$ cat config.mk
export PLATFORM = sky130hd
export DESIGN_NAME = riscv_csr_dbg_initiator
export DESIGN_NICKNAME = d
export VERILOG_FILES = /design/src/rtl/riscv_defines.sv /design/src/rtl/riscv_csr_dbg_initiator.sv
export SDC_FILE = /design/constraint.sdc
export NUM_CORES = 1
export LEC_CHECK = 0
export ABC_AREA = 1
export CORE_MARGIN = 3
export CORE_UTILIZATION = 30
export DETAILED_ROUTE_END_ITERATION = 7
export PLACE_DENSITY = 0.58
export SYNTH_ARGS = -nofsm -noshare
export SYNTH_HDL_FRONTEND = slang
export SYNTH_SLANG_ARGS = --single-unit
$ cat constraint.sdc
create_clock -name clk -period 1.9 [get_ports clk]
set_input_delay 0.285 -clock clk [delete_from_list [all_inputs] [get_ports clk]]
set_output_delay 0.285 -clock clk [all_outputs]
set_load 0.02 [all_outputs]
$ cat src/rtl/riscv_defines.sv
`default_nettype none
// ============================================================================
// riscv_defines : shared CSR op encodings, debug-visible CSR map and legality.
// Revision: 1.0
// ============================================================================
package riscv_defines;

   localparam logic [1:0] CSR_OP_NONE  = 2'b00;
   localparam logic [1:0] CSR_OP_WRITE = 2'b01;
   localparam logic [1:0] CSR_OP_SET   = 2'b10;
   localparam logic [1:0] CSR_OP_CLEAR = 2'b11;

   localparam logic [11:0] CSR_MSTATUS   = 12'h300;
   localparam logic [11:0] CSR_MEPC      = 12'h341;
   localparam logic [11:0] CSR_MCAUSE    = 12'h342;
   localparam logic [11:0] CSR_RO_F00    = 12'hF00;
   localparam logic [11:0] CSR_RO_F01    = 12'hF01;
   localparam logic [11:0] CSR_RO_F10    = 12'hF10;
   localparam logic [11:0] CSR_DCSR      = 12'h7B0;
   localparam logic [11:0] CSR_DSCRATCH0 = 12'h7B2;
   localparam logic [11:0] CSR_DBG_B4    = 12'h7B4;
   localparam logic [11:0] CSR_DBG_B6    = 12'h7B6;
   localparam logic [11:0] CSR_DBG_C0    = 12'h7C0;
   localparam logic [11:0] CSR_TSELECT   = 12'h7A0;
   localparam logic [11:0] CSR_TDATA1    = 12'h7A1;
   localparam logic [11:0] CSR_HWLP_LO   = 12'h780;
   localparam logic [11:0] CSR_HWLP_HI   = 12'h79F;
   localparam logic [11:0] CSR_TPR       = 12'h700;
   localparam logic [11:0] CSR_TCR       = 12'h701;

   function automatic logic csr_dbg_legal(input logic [11:0] addr,
                                          input logic [1:0]  op,
                                          input logic        dift_en);
      logic impl;
      logic ro;
      ro   = (addr == CSR_RO_F00) || (addr == CSR_RO_F01) || (addr == CSR_RO_F10);
      impl = (addr inside {CSR_MSTATUS, CSR_MEPC, CSR_MCAUSE,
                           CSR_RO_F00, CSR_RO_F01, CSR_RO_F10,
                           [CSR_DCSR:CSR_DSCRATCH0], [CSR_DBG_B4:CSR_DBG_B6],
                           CSR_DBG_C0, CSR_TSELECT, CSR_TDATA1,
                           [CSR_HWLP_LO:CSR_HWLP_HI]})
             || (dift_en && ((addr == CSR_TPR) || (addr == CSR_TCR)));
      return impl && !(ro && (op != CSR_OP_NONE));
   endfunction

endpackage
`default_nettype wire

$ cat src/rtl/riscv_csr_dbg_initiator.sv
`default_nettype none
// ============================================================================
// riscv_csr_dbg_initiator : turns debug-bus CSR requests into halted-core CSR
// accesses, keeping the halt briefly after each response for back-to-back use.
// Revision: 1.0
// ============================================================================
module riscv_csr_dbg_initiator
   import riscv_defines::*;
#(
   parameter int HALT_TIMEOUT = 64,
   parameter int HOLD_CYCLES  = 8,
   parameter bit DIFT_EN      = 1'b1
) (
   input  logic        clk,
   input  logic        rst,
   input  logic        dbg_req_i,
   input  logic [1:0]  dbg_op_i,
   input  logic [11:0] dbg_addr_i,
   input  logic [31:0] dbg_wdata_i,
   output logic        dbg_gnt_o,
   output logic        dbg_rvalid_o,
   output logic [31:0] dbg_rdata_o,
   output logic        dbg_err_o,
   output logic        core_halt_req_o,
   input  logic        core_halted_i,
   output logic        csr_access_o,
   output logic [11:0] csr_addr_o,
   output logic [31:0] csr_wdata_o,
   output logic [1:0]  csr_op_o,
   input  logic [31:0] csr_rdata_i
);

   typedef enum logic [2:0] {S_IDLE, S_HALT, S_ACCESS, S_RESP, S_HOLD} state_e;

   localparam int TO_W   = $clog2(HALT_TIMEOUT + 1);
   localparam int HOLD_W = $clog2(HOLD_CYCLES + 1);
   localparam int CNT_W  = (TO_W > HOLD_W) ? TO_W : HOLD_W;
   localparam logic [CNT_W-1:0] TO_LIM   = CNT_W'(HALT_TIMEOUT);
   localparam logic [CNT_W-1:0] HOLD_LIM = CNT_W'(HOLD_CYCLES);

   state_e            state_q, state_d;
   logic [CNT_W-1:0]  cnt_q, cnt_d, cnt_inc;
   logic [1:0]        op_q, op_d;
   logic [11:0]       addr_q, addr_d;
   logic [31:0]       wdata_q, wdata_d;
   logic [31:0]       rdata_q, rdata_d;
   logic              err_q, err_d;
   logic              halt_q, halt_d;
   logic              gnt, rvalid, access, req_legal;

   assign cnt_inc   = cnt_q + CNT_W'(1);
   assign req_legal = csr_dbg_legal(dbg_addr_i, dbg_op_i, DIFT_EN);

   always_comb begin
      state_d = state_q;
      cnt_d   = cnt_q;
      op_d    = op_q;
      addr_d  = addr_q;
      wdata_d = wdata_q;
      rdata_d = rdata_q;
      err_d   = err_q;
      halt_d  = halt_q;
      gnt     = 1'b0;
      rvalid  = 1'b0;
      access  = 1'b0;
      case (state_q)
         S_IDLE, S_HOLD: begin
            if (dbg_req_i) begin
               gnt     = 1'b1;
               op_d    = dbg_op_i;
               addr_d  = dbg_addr_i;
               wdata_d = dbg_wdata_i;
               if (!req_legal) begin
                  state_d = S_RESP;
                  err_d   = 1'b1;
                  rdata_d = '0;
               end else if (state_q == S_HOLD) begin
                  // Core is already known halted: the halt was never released.
                  state_d = S_ACCESS;
               end else begin
                  state_d = S_HALT;
                  halt_d  = 1'b1;
                  cnt_d   = '0;
               end
            end else if (state_q == S_HOLD) begin
               if (cnt_inc == HOLD_LIM) begin
                  state_d = S_IDLE;
                  halt_d  = 1'b0;
               end else begin
                  cnt_d = cnt_inc;
               end
            end
         end
         S_HALT: begin
            if (core_halted_i) begin
               state_d = S_ACCESS;
            end else if (cnt_inc == TO_LIM) begin
               state_d = S_RESP;
               err_d   = 1'b1;
               rdata_d = '0;
               halt_d  = 1'b0;
            end else begin
               cnt_d = cnt_inc;
            end
         end
         S_ACCESS: begin
            access  = 1'b1;
            rdata_d = csr_rdata_i;
            err_d   = 1'b0;
            state_d = S_RESP;
         end
         S_RESP: begin
            rvalid = 1'b1;
            if (!err_q && (HOLD_CYCLES > 0)) begin
               state_d = S_HOLD;
               cnt_d   = '0;
            end else begin
               state_d = S_IDLE;
               halt_d  = 1'b0;
            end
         end
         default: state_d = S_IDLE;
      endcase
   end

   always_ff @(posedge clk) begin
      if (rst) begin
         state_q <= S_IDLE;
         cnt_q   <= '0;
         op_q    <= CSR_OP_NONE;
         addr_q  <= '0;
         wdata_q <= '0;
         rdata_q <= '0;
         err_q   <= 1'b0;
         halt_q  <= 1'b0;
      end else begin
         state_q <= state_d;
         cnt_q   <= cnt_d;
         op_q    <= op_d;
         addr_q  <= addr_d;
         wdata_q <= wdata_d;
         rdata_q <= rdata_d;
         err_q   <= err_d;
         halt_q  <= halt_d;
      end
   end

   // CSR port is parked at zero outside the access cycle so the core can share it.
   assign dbg_gnt_o       = gnt & ~rst;
   assign dbg_rvalid_o    = rvalid;
   assign dbg_rdata_o     = rvalid ? rdata_q : 32'h0;
   assign dbg_err_o       = rvalid & err_q;
   assign core_halt_req_o = halt_q;
   assign csr_access_o    = access;
   assign csr_addr_o      = access ? addr_q  : 12'h0;
   assign csr_wdata_o     = access ? wdata_q : 32'h0;
   assign csr_op_o        = access ? op_q    : CSR_OP_NONE;

endmodule
`default_nettype wire

-- Yosys cells after proc, flatten, opt, wreduce, memory -nomap -nowiden
Index checks and enable logic that the tools add are counted.
- register bits: 90
- output and inout bits: 83
- word-level logic and storage cells: 114
- bits of input ports: 82
- reduce and logical (&&, ||, !) cells: 21
- magnitude comparators: 6
- multiplexer cells: 45
- $add $sub $neg: 1
- bitwise operators: 3
- equal/unequal tests: 30
- operators with widths (operator ; count):
    32-bit two-way mux ; 6
    32-bit one-hot mux with 3 select lines ; 1
    12-bit by 11-bit == test with 1-bit output (second input constant) ; 5
    7-bit two-way mux ; 8
    12-bit by 10-bit == test with 1-bit output (second input constant) ; 3
    12-bit == test (second input constant) ; 3
    12-bit by 11-bit >= comparator with 1-bit output (second input constant) ; 3
    12-bit by 11-bit <= comparator with 1-bit output (second input constant) ; 3
    7-bit one-hot mux with 3 select lines ; 1
    3-bit two-way mux ; 6
    3-bit != test (second input constant) ; 6
    1-bit two-way mux ; 16
    8-bit AND reduction ; 2
    2-bit != test (second input constant) ; 7
    12-bit two-way mux ; 1
    3-bit one-hot mux with 4 select lines ; 1
    12-bit nonzero test ; 1
    7-bit by 1-bit adder with 7-bit output (second input constant) ; 1
    7-bit by 4-bit == test with 1-bit output (second input constant) ; 1
    7-bit == test (second input constant) ; 1
    3-bit by 2-bit == test with 1-bit output (second input constant) ; 2
    2-bit two-way mux ; 3
    1-bit one-hot mux with 3 select lines ; 2
    3-bit nonzero test ; 2
    other kinds (13) ; 21

-- Longest topological paths before layout
Gate-level depths: netlist of run 1.
- word-level depth: 9
- depth in mapped cells: 15
- mapped depth without buffers: 15

-- Worst setup path after synthesis of run 1
OpenSTA, ideal clock, no wires.
- path kind: register to output
- from: register state_q[1]
- to: output port dbg_gnt_o
- required time: 1.615 ns
- path buffers: 2
- setup slack: 0.069 ns
- arrival: 1.546 ns
- cell stages (with the launch flop): 8
- cells stage by stage: dfxtp_1 -> nor2_1 -> inv_1 -> nor2_1 -> inv_1 -> clkbuf_1 -> clkbuf_1 -> nor2_1
- word-level cells in the longest chain between the ends: 4
- elaborated cells on any way between the ends: 5
- those cells by class: eq/ne (1); mux (1); bitwise (1); reduce/logical (2)
- ends and longest elaborated chain (item ; RTL line ; text):
    start, declared ; riscv_csr_dbg_initiator.sv:41 ; state_e state_q, state_d;
    start signal, assigned ; riscv_csr_dbg_initiator.sv:137 ; state_q <= state_d;
    3-bit == test / 3-bit zero test (equally long branches) ; riscv_csr_dbg_initiator.sv:66 ; case (state_q)
    2-bit OR reduction * ; riscv_csr_dbg_initiator.sv:66 ;
    1-bit two-way mux * ; riscv_csr_dbg_initiator.sv:66 ;
    1-bit AND * ; riscv_csr_dbg_initiator.sv:149 ; assign dbg_gnt_o = gnt & ~rst;
    end, declared ; riscv_csr_dbg_initiator.sv:20 ; output logic dbg_gnt_o,
Mark *: on every way between the ends. The rest lies on a longest branch, timed or not.

-- Final worst setup path of run 1
- from: register cnt_q[1]
- to: register state_q[2]
- word-level cells in the longest chain between the ends: 4
- elaborated cells on any way between the ends: 6
- those cells by class: add/sub (1); eq/ne (4); reduce/logical (1)
- ends and longest elaborated chain (item ; RTL line ; text):
    start, declared ; riscv_csr_dbg_initiator.sv:42 ; logic [CNT_W-1:0] cnt_q, cnt_d, cnt_inc;
    start signal, assigned ; riscv_csr_dbg_initiator.sv:138 ; cnt_q <= cnt_d;
    7-bit by 1-bit adder with 7-bit output * ; riscv_csr_dbg_initiator.sv:51 ; assign cnt_inc = cnt_q + CNT_W'(1);
    7-bit == test / 7-bit by 4-bit == test with 1-bit output (equally long branches) ; riscv_csr_dbg_initiator.sv:97, riscv_csr_dbg_initiator.sv:86 ;
    3-bit != test (no source line) ; - ;
    3-bit AND reduction (no source line) * ; - ;
Marked as above.
A chain may end at the register's enable or synchronous reset.

==> impl_results.md, run 1 <==
- Synthesized flop and latch total: 90
- Rel. slew slack: 59.7%
- Final worst setup slack: -0.0438 ns
- Routed len/inst: 13.2 um
- First-pass GRT wire length: 22500 um
- Fin Hold WS: 0.393 ns
- Multi-input logic area: 2240 um2
- Vias in the first global route: 4698
- Initial drt markers: 211
- Net Switching: 2.04 mW
- Remaining global-route overflow: 0
- Htree depth: 3
- Worst slew pin tran: 0.604 ns
- Worst-Skew Late Latency: 0.34 ns
- Final Max Tran Viols: 0
- Root Buffer: clkbuf_16
- Min Tclk post-route: 1.94 ns
- CTS hold repair buffers: 0
- Sw frac: 33.4%
- DP HPWL: 9560 um
- Area Overhead vs Synth: 57.5%
- Synthesized instance count: 673
- CP Class: flop to flop
- Die W: 126 um
- Total Routed Length: 13900 um
- Max-cap violations: 0
- Worst-case clock buffer depth: 2
- Die H: 126 um
- Worst Clk Skew: 0.00554 ns
- Initial antenna violation count: 0
- Leak: 3.01 nW
- CP arrival: 2.16 ns
- Starting Density: 31.0%
- Rows: 43
- Maximum VDD drop: 443 uV
- Core Util, Final: 48.8%
- # setup viols final: 6
- Avg Inst Size Synth: 6.44 um2
- Largest net degree at the start of global routing: 75
- Worst setup EP type: flop
- ANT cells: 0
- Seq pwr share: 37.5%
- Port Buffers: 164
- Outcome: finished with violations
- Gp weighted congestion: 0.904
- Syn nets: 756
- Number of fill cells: 1417
- Internal power: 4.07 mW
- DRC errors left: 0
- Pwr per Cell Area: 895 nW/um2
- Worst hold-check path type: primary input to flop
- # nets final: 958
- Tot GR Track Use: 16.9%
- I/O pin count: 165
- Final Hold Viols: 0
- CTS buffer count: 9
- Failing checks: setup timing
- Core ar.: 14000 um2
- Via count: 4814
- Worst Path Required: 2.12 ns
- Mapped Area: 4330 um2
- DRT Pass-1 Iters: 4
- CTS sink cnt: 90
- Crit path max fanout: 3
- Unrepaired setup endpoints after global routing: true
- Antenna viol nets, final: 0
- CTS tree: yes
- CP startpoint kind: flop
- Clock slew at reported path FFs: 0.06 ns
- Tcrit/Tclk final: 102%
- Die ar.: 15900 um2
- Ys Warns: 0
- Sequential share of the synthesized area: 41.6%
- Avg Vias per Cell: 4.54
- Layout cell share with drive strength beyond 1: 27.7%
- Clock Power Share: 29.5%
- Synth cell types: 31
- FF+latch area: 1810 um2
- Logic pwr share: 33.1%
- Highest Clock Rate: 514 MHz
## registers in the layout, summed over array words and instances (netlist names)
name / cells
addr_q: 12
cnt_q: 7
core_halt_req_o: 1
err_q: 1
op_q: 2
rdata_q: 32
state_q: 3
wdata_q: 32
## worst paths after layout
check | start | to | slack, ns | cells past startpoint
worst max register to register | cnt_q[1] | state_q[2] | -0.04 | 13
worst min-delay path | dbg_addr_i[4] | addr_q[4] | 0.39 | 4
worst max-delay path | cnt_q[1] | state_q[2] | -0.04 | 13
worst min register to register | wdata_q[19] | wdata_q[19] | 0.45 | 2
## power by group through the flow
stage / logic [mW] / registers [mW] / clock network (mW)
floorplan: 1.01 / 2.28 / 0
global placement: 1.62 / 2.29 / 0
detailed placement: 1.65 / 2.30 / 0
CTS: 1.87 / 2.27 / 1.86
global route: 2.22 / 2.32 / 1.94
finish: 2.02 / 2.29 / 1.80
## final cells by class
| class | instances | share of cell area (%) |
|---|---|---|
| timing repair buffer | 226 | 27.1 |
| multi-input combinational | 441 | 32.8 |
| clock buffer | 11 | 3.41 |
| tap | 180 | 3.30 |
| sequential | 90 | 26.5 |
| inverter | 107 | 5.94 |
| clock inverter | 5 | 0.935 |
## through the flow
stage / power [mW] / setup TNS, ns / std cells / area (um2) / worst slack, ns
4_1_cts: 6.00 / -1.55 / 1055 / 6700 / -0.0664
2_1_floorplan: 3.28 / 0 / 673 / 4330 / 0.0688
6_report: 6.11 / -0.224 / 1060 / 6820 / -0.0438
5_1_grt: 6.48 / -3.71 / 1060 / 6820 / -0.126
3_5_place_dp: 3.95 / -12.76 / 1030 / 6450 / -0.327
3_3_place_gp: 3.90 / -10.29 / 1030 / 6450 / -0.250
## cells in the mapped netlist (all sizes together)
cell type	count	area [um2]
xor2	2	17.5
nor3	4	25.0
a21oi	92	468
nand3	21	120
clkbuf	27	101
dfxtp	90	1800
nand2	136	523
nor4	1	6.26
clkinv	2	8.75
buf	8	61.3
a21boi	1	7.51
o21ai	50	250
a211oi	1	12.5
nor2	128	495
nand4	2	12.5
inv	105	394
nand3b	1	7.51
ha	1	12.5
or2	1	6.26
## metal layers
layer  track usage [%]  wire (um)
met2              27.8       6520
met5                 0          0
met4              5.36        205
met1              20.8       6120
met3              6.02       1100
## repair_timing
item	CTS	global route
gates cloned	3	1
pin swaps	8	27
setup endpoints to repair	122	72
resized for setup	341	72
setup buffers	6	4
## cells by family (layout without fill, tap and decap cells)
group,count (synthesis),count (layout),share of synthesized area (%)
AOI/OAI and AO/OA,144,144,17.0
xor gates and xnor gates,2,2,0.404
adders and majority gates,1,1,0.289
buffers and inverters,142,349,13.1
DFF,90,90,41.6
and+or+nand+nor,294,294,27.6
## critical path: stages (launching register included)
cell and delay, ns:
dfxtp_4 0.37, ha_4 0.15, nand2_4 0.06, buf_4 0.15, buf_4 0.13, nor2_1 0.24, nand2_4 0.08, nor2_4 0.15
buf_4 0.12, nand2_1 0.04, nand2_1 0.08, nand2_2 0.07, a21oi_2 0.14, nor2_1 0.05
## cells in the final DEF (no fill, tap or decap), types with 2 or more instances in the layout
cell type        count
nand2_1            113
nor2_1             111
inv_1               94
dfxtp_1             85
a21oi_1             81
buf_2               78
clkdlybuf4s50_1     76
buf_4               51
o21ai_0             47
nand2_2             18
nor2_2              11
nand3_2             10
inv_2               10
a21oi_2             10
nand3_1             10
clkbuf_16           10
nor2_4               6
dlymetal6s2s_1       6
nand2_4              5
buf_6                5
dfxtp_2              4
buf_12               4
o21ai_1              2
clkinv_2             2
nor3_1               2
nand4_1              2
xor2_2               2
clkinv_4             2
clkbuf_1             2
buf_16               2
dlygate4sd2_1        2
Power figures use the tool's default switching activity.
==> run 2: changes to the inputs <==
Settings changed: SLEW_MARGIN from default to 20.
==> results of run 2 <==
Final layout, timing and power as in run 1 (identical DEF).
==> run 3: changes to the inputs <==
--- a/config.mk
+++ b/config.mk
@@ -11,5 +11,4 @@
 export DETAILED_ROUTE_END_ITERATION = 7
 export PLACE_DENSITY = 0.58
-export SLEW_MARGIN = 20
 export SYNTH_ARGS = -nofsm -noshare
 export SYNTH_HDL_FRONTEND = slang
==> constraint.sdc (replaced) <==
create_clock -name clk -period 1.9 [get_ports clk]
set_input_delay 0.38 -clock clk [delete_from_list [all_inputs] [get_ports clk]]
set_output_delay 0.38 -clock clk [all_outputs]
set_load 0.02 [all_outputs]
==> impl_results.md, run 3 (synthesis results as in run 1) <==
- Outcome: finished with violations
- Failing checks: setup timing
- # setup viols final: 60 (+54)
- Area Overhead vs Synth: 70.1%
- Unrepaired setup endpoints after global routing: true
- Highest Clock Rate: 505 MHz (-1.8%)
- Layout cell share with drive strength beyond 1: 33.3% (+5.6 points)
- Worst-case clock buffer depth: 2 (unchanged)
- Core ar.: 14000 um2 (unchanged)
- CP arrival: 1.60 ns (-0.56 ns)
- DRC errors left: 0 (unchanged)
- Avg Vias per Cell: 4.55 (+0.24%)
- Rows: 43 (unchanged)
- Worst setup EP type: output pin
- Gp weighted congestion: 0.884 (-2.1%)
- Final Power: 6.46 mW (+5.7%)
- Leak: 3.17 nW (+5.4%)
- Die W: 126 um (unchanged)
- DP HPWL: 9490 um (-0.78%)
- Top layer in use: met4
- Root Buffer: clkbuf_16
- Final worst setup slack: -0.0800 ns (-0.0362 ns)
- Tot GR Track Use: 16.9% (about the same)
- Die H: 126 um (unchanged)
- Met1 WL: 6080 um (-0.65%)
- Crit path max fanout: 23 (+20)
- Max-cap violations: 0 (unchanged)
- Pwr per Cell Area: 876 nW/um2 (-2.1%)
- Most frequent cells in the layout: 99 x nand2_1, 92 x inv_1, 87 x buf_4, 86 x nor2_1, 84 x dfxtp_1
- CTS tree: yes
- Total Routed Length: 14500 um (+4.2%)
- Non-Filler Instances: 1072 (+1.1%)
- ANT cells: 0 (unchanged)
- # nets final: 970 (+1.3%)
- Routed len/inst: 13.6 um (+3.1%)
- Antenna viol nets, final: 0 (unchanged)
- Largest net degree at the start of global routing: 75 (unchanged)
- CP Class: flop to output pin
- First-pass GRT wire length: 22400 um (-0.22%)
- Worst Path Required: 1.52 ns (-0.60 ns)
- Largest registers: rdata_q: 32 flops, wdata_q: 32 flops, addr_q: 12 flops
- Tcrit/Tclk final: 104% (+1.9 points)
- Rel. slew slack: 58.4% (-1.3 points)
- I/O pin count: 165 (unchanged)
- Remaining global-route overflow: 0 (unchanged)
- CTS hold repair buffers: 0 (unchanged)
- Maximum VDD drop: 501 uV (+13%)
- Worst slew pin tran: 0.624 ns (+0.0198 ns)
- Htree depth: 3 (unchanged)
- Worst hold-check path type: primary input to flop
- Clock slew at reported path FFs: 0.07 ns (about the same)
- Commonest non-fill, non-tap cell in the layout: nand2_1
- Port Buffers: 164 (unchanged)
- Via count: 4880 (+1.4%)
- CP startpoint kind: flop
- Worst Clk Skew: 0.00745 ns (+0.00191 ns)
- Met2 WL: 7580 um (+16%)
- Initial drt markers: 197 (-6.6%)
- Min Tclk post-route: 1.98 ns (+0.0362 ns)
- Starting Density: 31.0% (unchanged)
- Placed cell count: 1035 (+0.49%)
- Number of fill cells: 1385 (-2.3%)
- Met3 wire length: 594 um (-46%)
- Initial antenna violation count: 0 (unchanged)
- CTS sink cnt: 90 (unchanged)
- Die ar.: 15900 um2 (unchanged)
- Worst-Skew Late Latency: 0.34 ns (about the same)
- Final Max Tran Viols: 0 (unchanged)
- DRT Pass-1 Iters: 4 (unchanged)
- Final Hold Viols: 0 (unchanged)
- CTS buffer count: 9 (unchanged)
- Vias in the first global route: 4758 (+1.3%)
run 3: cell types whose count changed in the layout (fill, tap and decap cells not counted), sizes merged:
cell	delta
clkbuf	+5
clkinv	-3
dlymetal6s2s	+2
clkinvlp	+1
clkdlybuf4s50	-7
dlygate4sd2	+4
buf	+10
run 3: cell type report:
type | count | area [um2] | area share [%]
Multi-Input combinational cell | 441 | 2390 | 32.5
Timing Repair Buffer | 238 | 2220 | 30.1
Sequential cell | 90 | 1810 | 24.6
Inverter | 107 | 409 | 5.55
Clock buffer | 13 | 270 | 3.67
Tap cell | 180 | 225 | 3.06
Clock inverter | 3 | 46.3 | 0.628
run 3: where the power goes:
part | switching (mW) | internal [mW] | leakage, nW | total (mW)
combinational | 1.22 | 1.08 | 2.28 | 2.29
clock | 0.744 | 1.13 | 0.152 | 1.87
sequential | 0.143 | 2.14 | 0.742 | 2.29
total | 2.10 | 4.35 | 3.17 | 6.46
run 3: worst max-delay path, cell delays in order (launching register included):
cell	delay [ns]
dfxtp_2	0.35
inv_2	0.07
nor3_4	0.21
inv_4	0.12
clkbuf_16	0.21
nor2_1	0.12
buf_4	0.16
run 3: timing repair:
item	CTS	global route
gates cloned	2	6
endpoints found under the setup margin	123	118
gates resized for setup	374	161
setup buffers	9	5
pin swaps	8	8
run 3: path summary, 6_finish.rpt:
path	start	end	slack (ns)	depth (start not counted)
worst min-delay path	dbg_addr_i[3]	addr_q[3]	0.39	3
worst max register to register	state_q[1]	rdata_q[29]	-0.06	13
worst min register to register	wdata_q[9]	wdata_q[9]	0.45	2
worst max-delay path	state_q[1]	csr_addr_o[7]	-0.08	6
run 3: per-stage QoR:
stage / hold WS [ns] / TNS (ns) / utilization, % / setup WS (ns) / instance area [um2]
6_report: 0.393 / -2.38 / 52.7 / -0.0800 / 7370
3_3_place_gp: 0.439 / -25.09 / 46.6 / -0.443 / 6520
3_5_place_dp: 0.444 / -26.49 / 46.6 / -0.446 / 6520
2_1_floorplan: 0.430 / 0 / - / 0.0543 / 4330
4_1_cts: 0.454 / -0.249 / 48.1 / -0.0261 / 6720
5_1_grt: 0.402 / -8.67 / 52.7 / -0.145 / 7370
run 3: per-layer routing:
metal  vias to the layer above  GRT usage (%)
li1                       2499              -
met2                       120           29.9
met5                         -              0
met4                         0           6.62
met3                        18           3.18
met1                      2243           20.3
